===== src/rtl/seg_disp_pkg.sv =====
// rtl/seg_disp_pkg.sv - shared types and widths for the seven-segment display arbiter
package seg_disp_pkg;

    localparam int DIGIT_W = 4;
    localparam int DISP_W  = 4 * DIGIT_W;

    typedef enum logic {IDLE, SHOW} disp_state_t;
    typedef logic [DISP_W-1:0] disp_word_t;

endpackage


===== src/rtl/seg_display_arbiter_rr_pick.sv =====
// rtl/seg_display_arbiter_rr_pick.sv - round-robin first-set-bit picker with wrap-around
module rr_pick #(
    parameter int N     = 4,
    parameter int IDX_W = $clog2(N)
) (
    input  logic [N-1:0]     mask,
    input  logic [IDX_W-1:0] start,
    output logic [N-1:0]     onehot,
    output logic [IDX_W-1:0] idx,
    output logic             valid
);

    int               j;
    logic [IDX_W-1:0] jj;

    // Walk offsets from far to near so the nearest hit to start is the last write.
    always_comb begin
        onehot = '0;
        idx    = '0;
        valid  = 1'b0;
        j      = 0;
        jj     = '0;
        for (int off = N - 1; off >= 0; off--) begin
            j = int'(start) + off;
            if (j >= N) begin
                j = j - N;
            end
            jj = IDX_W'(j);
            if (mask[jj]) begin
                onehot     = '0;
                onehot[jj] = 1'b1;
                idx        = jj;
                valid      = 1'b1;
            end
        end
    end

endmodule


===== src/rtl/seg_display_arbiter.sv =====
// rtl/seg_display_arbiter.sv - round-robin sharing of one 4-digit display between sources
module seg_display_arbiter
    import seg_disp_pkg::*;
#(
    parameter  int NUM_SRC      = 4,
    parameter  int DWELL_CYCLES = 50_000_000,
    localparam int CNT_W        = $clog2(DWELL_CYCLES),
    localparam int IDX_W        = $clog2(NUM_SRC)
) (
    input  logic                  clk,
    input  logic                  rst_n,
    input  logic [NUM_SRC-1:0]    req,
    input  logic [NUM_SRC*16-1:0] src_data,
    input  logic                  lock,
    output logic [15:0]           disp_data,
    output logic                  disp_valid,
    output logic [NUM_SRC-1:0]    grant,
    output logic [IDX_W-1:0]      cur_src,
    output logic [NUM_SRC-1:0]    ack
);

    localparam logic [CNT_W-1:0] CNT_MAX = CNT_W'(DWELL_CYCLES - 1);
    localparam logic [IDX_W-1:0] IDX_MAX = IDX_W'(NUM_SRC - 1);

    function automatic logic [IDX_W-1:0] next_idx(input logic [IDX_W-1:0] i);
        return (i == IDX_MAX) ? '0 : i + 1'b1;
    endfunction

    disp_state_t          state_q, state_d;
    logic [NUM_SRC-1:0]   grant_q, grant_d;
    logic [NUM_SRC-1:0]   ack_q, ack_d;
    logic [IDX_W-1:0]     cur_q, cur_d;
    logic [IDX_W-1:0]     ptr_q, ptr_d;
    logic [CNT_W-1:0]     cnt_q, cnt_d;
    disp_word_t           data_q, data_d;

    disp_word_t           words [NUM_SRC];
    logic [IDX_W-1:0]     pick_start;
    logic [NUM_SRC-1:0]   pick_onehot;
    logic [IDX_W-1:0]     pick_idx;
    logic                 pick_valid;
    logic                 take;

    for (genvar i = 0; i < NUM_SRC; i++) begin : g_words
        assign words[i] = src_data[i*DISP_W +: DISP_W];
    end

    // In SHOW both the drop and the rotation paths search from the slot after the current grant.
    assign pick_start = (state_q == SHOW) ? next_idx(cur_q) : ptr_q;

    rr_pick #(.N(NUM_SRC), .IDX_W(IDX_W)) u_pick (
        .mask   (req),
        .start  (pick_start),
        .onehot (pick_onehot),
        .idx    (pick_idx),
        .valid  (pick_valid)
    );

    always_comb begin
        state_d = state_q;
        grant_d = grant_q;
        cur_d   = cur_q;
        ptr_d   = ptr_q;
        cnt_d   = cnt_q;
        data_d  = data_q;
        ack_d   = '0;
        take    = 1'b0;

        case (state_q)
            IDLE: begin
                grant_d = '0;
                take    = pick_valid;
            end
            SHOW: begin
                data_d = words[cur_q];
                cnt_d  = (cnt_q == CNT_MAX) ? cnt_q : cnt_q + 1'b1;
                if ((req & grant_q) == '0) begin
                    if (pick_valid) begin
                        take = 1'b1;
                    end else begin
                        state_d = IDLE;
                        grant_d = '0;
                        data_d  = data_q;
                    end
                end else if (cnt_q == CNT_MAX && !lock) begin
                    if (pick_onehot != grant_q) begin
                        take = 1'b1;
                    end else begin
                        cnt_d = '0;
                    end
                end
            end
            default: state_d = IDLE;
        endcase

        if (take) begin
            state_d = SHOW;
            grant_d = pick_onehot;
            ack_d   = pick_onehot;
            cur_d   = pick_idx;
            ptr_d   = next_idx(pick_idx);
            data_d  = words[pick_idx];
            cnt_d   = '0;
        end
    end

    always_ff @(posedge clk or negedge rst_n) begin
        if (!rst_n) begin
            state_q <= IDLE;
            grant_q <= '0;
            ack_q   <= '0;
            cur_q   <= '0;
            ptr_q   <= '0;
            cnt_q   <= '0;
            data_q  <= '0;
        end else begin
            state_q <= state_d;
            grant_q <= grant_d;
            ack_q   <= ack_d;
            cur_q   <= cur_d;
            ptr_q   <= ptr_d;
            cnt_q   <= cnt_d;
            data_q  <= data_d;
        end
    end

    assign disp_data  = data_q;
    assign disp_valid = |grant_q;
    assign grant      = grant_q;
    assign cur_src    = cur_q;
    assign ack        = ack_q;

    a_grant_onehot0: assert property (@(posedge clk) disable iff (!rst_n) $onehot0(grant_q));
    a_ack_in_grant:  assert property (@(posedge clk) disable iff (!rst_n) (ack_q & ~grant_q) == '0);
    a_valid_match:   assert property (@(posedge clk) disable iff (!rst_n) disp_valid == |grant_q);
    a_grant_had_req: assert property (@(posedge clk) disable iff (!rst_n) (grant_q & ~$past(req)) == '0);

endmodule


===== config.mk =====
export PLATFORM = sky130hd
export DESIGN_NAME = seg_display_arbiter
export DESIGN_NICKNAME = d
export VERILOG_FILES = /design/src/rtl/seg_disp_pkg.sv /design/src/rtl/seg_display_arbiter_rr_pick.sv /design/src/rtl/seg_display_arbiter.sv
export SDC_FILE = /design/constraint.sdc
export NUM_CORES = 1
export LEC_CHECK = 0
export ABC_AREA = 0
export CAP_MARGIN = 20
export CELL_PAD_IN_SITES_DETAIL_PLACEMENT = 0
export CELL_PAD_IN_SITES_GLOBAL_PLACEMENT = 1
export CORE_ASPECT_RATIO = 0.75
export CORE_UTILIZATION = 39
export CTS_BUF_LIST = sky130_fd_sc_hd__clkbuf_16
export CTS_CLUSTER_DIAMETER = 60
export CTS_CLUSTER_SIZE = 12
export DETAILED_ROUTE_END_ITERATION = 16
export PLACE_DENSITY_LB_ADDON = 0.1
export SYNTH_ARGS = -nofsm -noshare
export SYNTH_HDL_FRONTEND = slang
export SYNTH_SLANG_ARGS = --single-unit

===== constraint.sdc =====
create_clock -name clk -period 4.33 [get_ports clk]
set_input_delay 0.866 -clock clk [delete_from_list [all_inputs] [get_ports clk]]
set_output_delay 0.866 -clock clk [all_outputs]
set_load 0.005 [all_outputs]

==> parameters.txt, run 1 <==
Parameter                              Value

Run status
  Status    finished clean

Yosys
  Mapped Nets    542
  Flip-flop and latch count after synthesis    55
  Post-Synthesis Cell Area    0.00443 mm^2
  Share of synthesized area occupied by flip-flops and latches    0.311
  Number of library cell types mapped by synthesis    60
  Per-instance average area after synthesis    9.53 um^2
  Async set or reset register ratio after synthesis    1.00
  Number of synthesis warnings    0
  Top FF cell, synth    dfrtp_1
  Number of enable-type register cells in the synthesized netlist    0
  Gate count of the mapped netlist    465

Worst setup path
  Cell breakdown of the critical path    mux2_2 > ha_1 > mux4_2 > a21oi_1 > a2111o_1 > nand2_1 > nand4_4 > a21o_1 > mux2_4
  Type of element launching the critical path    flip-flop
  Worst endpoint required time    4.50 ns
  Crit path buf inv count    0
  Endpoint type of the worst setup path    flip-flop
  Worst-path maximum fanout    20
  Top Family by Delay on Critical Path    multiplexers
  Critical path class    reg -> reg
  Slowest CP cell    dfrtp_1
  Arrival time at the worst endpoint    3.92 ns
  Largest stage delay on the critical path    0.63 ns
  Cell depth of the worst setup path    9
  R2r worst-path depth    9

Floorplan
  Floorplan Core Area    0.0110 mm^2
  Rows    33
  Chip height    94.3 um
  Horizontal die dimension    125 um
  Die area    0.0118 mm^2
  Starting density of the core    0.403
  I/O pin count    98

Pwr
  Sw Share    0.444
  Combinational Power Share    0.740
  Maximum vdd drop    0.000324 V
  Internal    2.49 mW
  Relative contribution of the clock network to total power    0.085
  PnR Total Power    4.48 mW
  Power per cell area    785 mW/mm^2
  P_leak    2.32 nW
  Switching power    1.99 mW
  Fraction of power consumed by sequential logic    0.174

Place
  DP Worst Slack    0.429 ns
  Placed wire-length estimate    9.23 mm
  Port Buf Inserts    97
  Placed instance count    683
  Final estimated routing congestion in global placement    0.853

GRT
  Pin count of the biggest net entering global routing    29
  Wire length of the first global-routing pass    20.1 mm
  Via count of the first global-routing pass    3999
  Grt ovf    0
  Antenna violations before repair    0
  GRT Total Usage    0.212

Hold path
  Hold Path Cell Cnt    1
  Worst hold path class    reg -> reg

Timing
  Minimum clock period after layout    3.75 ns
  Total negative slack    0 ns
  Unrepaired setup endpoints after global routing    no
  Worst setup margin    0.576 ns
  Hold slack final    0.486 ns
  Hold Fails Final Rpt    0
  Relative max-transition margin    0.411
  Final max-slew violation count    0
  Finish-stage setup viols    0
  Setup clock skew after layout    0.00604 ns
  Achievable frequency    266 MHz
  Transition time of the tightest slew-check pin    0.880 ns
  Post-route fraction of the period consumed by the critical path    0.867

Routing
  Number of violations reported at the end of detailed-routing iteration 0    225
  Post-DRT Antenna Nets    0
  Per-cell routed wire length    17.6 um
  DRC    0
  Routed via count    3983
  Detailed-router iteration count before antenna repair    7
  Drt via density    5.76
  Wire length after detailed routing    12.2 mm

Finish
  Final antenna diode count    0
  Combined flip-flop and latch cell area    0.00138 mm^2
  Fill cells    1038
  Relative area change from synthesis to final layout    28.8%
  Layout cells sized above 1    0.105
  Total Nets Final    627
  Area of the multi-input gates    0.00287 mm^2
  Number of non-filler instances in the completed layout    691

CTS
  Total setup buffers inserted after CTS    0
  Largest buffer count on any clock path    2
  Post-cts gate resize count    0
  Cell chosen for the clock root    clkbuf_16
  CTS tree    done
  Number of CTS-inserted buffers    5
  Number of hold buffers added after cts    0
  H-tree depth    2
  # clock sinks    55
  Later-pin clock latency in the skew report    0.28 ns
  Clock slew at reported path FFs    0.07 ns

Job
  Max-capacitance violation count    0
-- logic make-up after synthesis --
logic type | share of synthesized area
adders and majority gates | 0.0169
muxes | 0.245
buffers and inverters | 0.0438
DFF | 0.311
xor gates and xnor gates | 0.0138
AOI/OAI and AO/OA | 0.208
and+or+nand+nor | 0.162
-- flip-flops by register name, summed over array words and instances, names as in the netlist --
register	count
state_q	1
cur_src	2
ptr_q	2
cnt_q	26
grant	4
disp_data	16
ack	4
-- placed cells by master (no fill, tap or decap), types with 4 or more instances in the layout --
cell,instances
a2111o_1,4
a211oi_1,4
a21o_1,6
a21oi_1,15
a311oi_1,4
and2_1,7
buf_4,13
clkbuf_16,5
clkdlybuf4s50_1,96
dfrtp_1,55
ha_1,6
inv_1,12
mux2i_1,52
mux4_2,21
nand2_1,34
nand2b_1,4
nand3_1,16
nand4_1,8
nor2_1,51
nor2b_1,7
nor3_1,4
nor4_1,4
o21ai_0,32
o21ai_1,8
o221a_1,16
o31ai_1,5
o41ai_1,4
xor2_1,6
-- per-layer routing --
layer	track usage	wire, um
met4	0.0356	45
met3	0.0438	917
met5	0	0
met2	0.349	5360
met1	0.290	5860
-- through the flow --
step,util,area [um^2]
2_1_floorplan,-,4430
3_3_place_gp,0.504,5540
3_5_place_dp,0.507,5570
4_1_cts,0.520,5710
5_1_grt,0.520,5710
6_report,0.520,5710
-- synth_stat cells, types with 2 or more instances --
| master | instances | share of area |
|---|---|---|
| o21a_1 | 2 | 0.0034 |
| nand2b_1 | 4 | 0.0056 |
| o31ai_1 | 5 | 0.0085 |
| buf_1 | 2 | 0.0017 |
| buf_2 | 3 | 0.0034 |
| nor2b_1 | 7 | 0.0099 |
| o21ai_0 | 33 | 0.037 |
| nand3_1 | 16 | 0.018 |
| and2_1 | 7 | 0.0099 |
| dfrtp_1 | 55 | 0.31 |
| nand2_1 | 34 | 0.029 |
| o21ai_1 | 7 | 0.0079 |
| inv_1 | 12 | 0.010 |
| o221a_1 | 16 | 0.041 |
| or2_2 | 2 | 0.0028 |
| a311oi_1 | 4 | 0.0079 |
| o211a_1 | 3 | 0.0068 |
| mux2_1 | 3 | 0.0076 |
| or3_1 | 2 | 0.0028 |
| mux2i_1 | 52 | 0.12 |
| nor2_1 | 52 | 0.044 |
| a22oi_1 | 3 | 0.0051 |
| mux2_4 | 3 | 0.010 |
| nand4_1 | 8 | 0.011 |
| a2111oi_0 | 3 | 0.0059 |
| o41ai_1 | 4 | 0.0079 |
| mux4_2 | 21 | 0.11 |
| ha_1 | 6 | 0.017 |
| nor4_1 | 4 | 0.0056 |
| a21oi_1 | 15 | 0.017 |
| a31oi_1 | 2 | 0.0028 |
| buf_6 | 2 | 0.0051 |
| a21o_1 | 6 | 0.010 |
| a211oi_1 | 4 | 0.0068 |
| a2111o_1 | 4 | 0.010 |
| nor3_1 | 4 | 0.0045 |
| xor2_1 | 6 | 0.012 |
| a22o_1 | 2 | 0.0040 |
| clkbuf_1 | 26 | 0.022 |
-- final timing paths --
| path | from | slack, ns | to |
|---|---|---|---|
| hold / removal | cnt_q[20] | 0.49 | cnt_q[20] |
| setup reg to reg | state_q | 0.58 | grant[3] |
| setup / recovery | state_q | 0.58 | grant[3] |
| max in group asynchronous | rst_n | 2.91 | cnt_q[6] |
| min in group asynchronous | rst_n | 0.60 | ack[0] |
| hold reg to reg | cnt_q[20] | 0.49 | cnt_q[20] |
-- final cells by class --
cell class / instances / area share
Clock buffer: 5 / 0.0219
Clock inverter: 3 / 0.00263
Inverter: 13 / 0.00899
Multi-Input combinational cell: 364 / 0.503
Sequential cell: 55 / 0.241
Tap cell: 140 / 0.0307
Timing Repair Buffer: 111 / 0.191
-- power by group through the flow --
stage,logic [mW],clock network [mW],registers (mW)
after floorplan,2.38,0,0.769
final,3.32,0.383,0.781
after global placement,3.24,0,0.786
after CTS,3.34,0.393,0.784
after global routing,3.63,0.416,0.803
after detailed placement,3.34,0,0.787
-- worst reg2reg max path, stage by stage (launching register included) --
cell      delay (ns)
dfrtp_1         0.63
mux2_2          0.49
ha_1            0.50
mux4_2          0.42
a21oi_1         0.26
a2111o_1        0.18
nand2_1         0.08
nand4_4         0.10
a21o_1          0.62
mux2_4          0.35
(Power assumes the default switching activity.)
==> run 2, diff against run 1 <==
- CAP_MARGIN: 20 -> 0
==> parameters.txt, run 2 (synthesis results as in run 1) <==
Parameter                              Value

Timing
  Transition time of the tightest slew-check pin    1.21 ns (+0.326 ns)
  Post-route fraction of the period consumed by the critical path    0.876 (+0.00864)
  Relative max-transition margin    0.194 (-0.217)
  Achievable frequency    264 MHz (-0.99%)
  Minimum clock period after layout    3.79 ns (+0.0374 ns)
  Unrepaired setup endpoints after global routing    no
  Hold slack final    0.488 ns (+0.00149 ns)
  Setup clock skew after layout    0.00844 ns (+0.00240 ns)
  Total negative slack    0 ns (unchanged)
  Finish-stage setup viols    0 (unchanged)
  Hold Fails Final Rpt    0 (unchanged)
  Final max-slew violation count    0 (unchanged)

Floorplan
  Chip height    94.3 um (unchanged)
  Rows    33 (unchanged)
  Starting density of the core    0.403 (unchanged)
  I/O pin count    98 (unchanged)
  Horizontal die dimension    125 um (unchanged)
  Die area    0.0118 mm^2 (unchanged)
  Floorplan Core Area    0.0110 mm^2 (unchanged)

Worst setup path
  Cell breakdown of the critical path    mux2_2 > ha_1 > mux4_2 > a21oi_1 > a2111o_1 > nand2_1 > nand4_4 > a21o_1 > mux2_4
  Endpoint of the lowest-slack register-to-register path    grant[0]
  Startpoint of the worst-slack reg-to-reg timing path    state_q
  Slowest CP cell    a21o_1
  Critical path class    reg -> reg
  Endpoint type of the worst setup path    flip-flop
  Worst endpoint required time    4.50 ns (about the same)
  R2r worst-path depth    9 (unchanged)
  Largest stage delay on the critical path    0.65 ns (+0.02 ns)
  Worst-path maximum fanout    20 (unchanged)
  Arrival time at the worst endpoint    3.96 ns (+0.04 ns)
  Type of element launching the critical path    flip-flop
  Worst R2R Setup Slack    0.54 ns (-0.04 ns)
  Start point of the critical path    state_q

CTS
  Later-pin clock latency in the skew report    0.29 ns (about the same)
  Cell chosen for the clock root    clkbuf_16
  H-tree depth    2 (unchanged)
  CTS tree    done
  Number of CTS-inserted buffers    5 (unchanged)
  Number of hold buffers added after cts    0 (unchanged)
  Post-cts gate resize count    0 (unchanged)
  Clock slew at reported path FFs    0.07 ns (about the same)
  Largest buffer count on any clock path    2 (unchanged)
  # clock sinks    55 (unchanged)
  Total setup buffers inserted after CTS    0 (unchanged)

Place
  Placed wire-length estimate    9.10 mm (-1.4%)
  Instance area after placement    0.00554 mm^2 (-0.49%)
  Port Buf Inserts    97 (unchanged)
  Final estimated routing congestion in global placement    0.853 (unchanged)

GRT
  Via count of the first global-routing pass    3941 (-1.5%)
  Pin count of the biggest net entering global routing    35 (+21%)
  Grt ovf    0 (unchanged)
  GRT Total Usage    0.212 (+0.000686)
  Wire length of the first global-routing pass    20.1 mm (+0.20%)
  Antenna violations before repair    0 (unchanged)

Pwr
  Maximum vdd drop    0.000338 V (+4.5%)
  Power per cell area    780 mW/mm^2 (-0.65%)
  Internal    2.45 mW (-1.5%)
  Relative contribution of the clock network to total power    0.087 (+0.002)
  Sw Share    0.446 (+0.00241)
  Combinational Power Share    0.737 (-0.003)
  Fraction of power consumed by sequential logic    0.176 (+0.002)
  P_leak    2.31 nW (-0.28%)
  Switching power    1.98 mW (-0.57%)

Finish
  Relative area change from synthesis to final layout    28.2%
  Post-layout instance area    0.00568 mm^2 (-0.46%)
  Highest-count cells in the layout ignoring fill and taps    clkdlybuf4s50_1, dfrtp_1, mux2i_1
  Layout cells sized above 1    0.105 (+0.000191)
  Register name with the most flops    cnt_q
  Largest register FFs    26 (unchanged)
  Total Nets Final    626 (-0.16%)
  Area of the multi-input gates    0.00287 mm^2 (unchanged)
  Combined flip-flop and latch cell area    0.00138 mm^2 (unchanged)
  Fill cells    1034 (-0.39%)
  Most common library cell in the layout ignoring fill and taps    clkdlybuf4s50_1
  Final antenna diode count    0 (unchanged)

Routing
  Per-cell routed wire length    17.5 um (-1.1%)
  DRC    0 (unchanged)
  Post-DRT Antenna Nets    0 (unchanged)
  Number of violations reported at the end of detailed-routing iteration 0    219 (-2.7%)
  Wire length after detailed routing    12.0 mm (-1.2%)
  Detailed-router iteration count before antenna repair    7 (unchanged)
  Routed via count    3962 (-0.53%)
  Drt via density    5.74 (-0.38%)

Job
  Max-capacitance violation count    0 (unchanged)

Run status
  Status    finished clean

Hold path
  Hold Path Cell Cnt    1 (unchanged)
  Endpoint, Worst Hold    cnt_q[15]
  Worst hold path class    reg -> reg
  Startpoint of the worst hold path    cnt_q[15]
[run 2: cell count changes in the layout (fill, tap and decap cells not counted), sizes merged]
cell	before	now
buf	15	14
inv	13	14
clkinv	2	1
[run 2: power by group through the flow]
stage | sequential (mW) | combinational (mW) | clock, mW
2_1_floorplan | 0.769 | 2.38 | 0
3_3_place_gp | 0.786 | 3.24 | 0
3_5_place_dp | 0.786 | 3.29 | 0
4_1_cts | 0.782 | 3.30 | 0.400
5_1_grt | 0.800 | 3.58 | 0.418
6_report | 0.780 | 3.26 | 0.387
[run 2: how the worst max path moves through the flow]
stage / slack [ns] / end / cells past startpoint
after floorplan: 0.91 / disp_data[14] / 13
after global placement: 0.52 / grant[3] / 9
after detailed placement: 0.43 / cur_src[0] / 9
after CTS: 0.56 / grant[0] / 9
after global routing: 0.29 / grant[0] / 9
final: 0.54 / grant[0] / 9
[run 2: layout make-up]
cell class,count,area share
tap,140,0.0308
clock inverter,3,0.00286
sequential,55,0.242
clock buffer,5,0.0220
timing repair buffer,110,0.187
multi-input combinational,364,0.506
inverter,13,0.00903
[run 2: worst max-delay path, delay by kind of cell (launching register included)]
family                   cells  cell delay, ns
AND/OR/NAND/NOR              2            0.19
multiplexers                 3            1.25
adder cells (fa/ha/maj)      1            0.49
AO/OA/AOI/OAI                3            1.11
flip-flops                   1            0.62
[run 2: metrics by stage]
stage	std cells	power (mW)	utilization	setup slack [ns]
after floorplan	465	3.15	-	0.908
after global placement	682	4.03	0.504	0.521
after detailed placement	682	4.08	0.504	0.428
after CTS	690	4.48	0.517	0.560
after global routing	690	4.80	0.517	0.286
final	690	4.43	0.517	0.539
[run 2: routing by layer]
layer	vias up	GRT usage	wire (um)
met1	1886	0.297	5930
met2	124	0.345	5320
li1	1940	-	-
met4	0	0.0376	74
met5	-	0	0
met3	12	0.0404	721
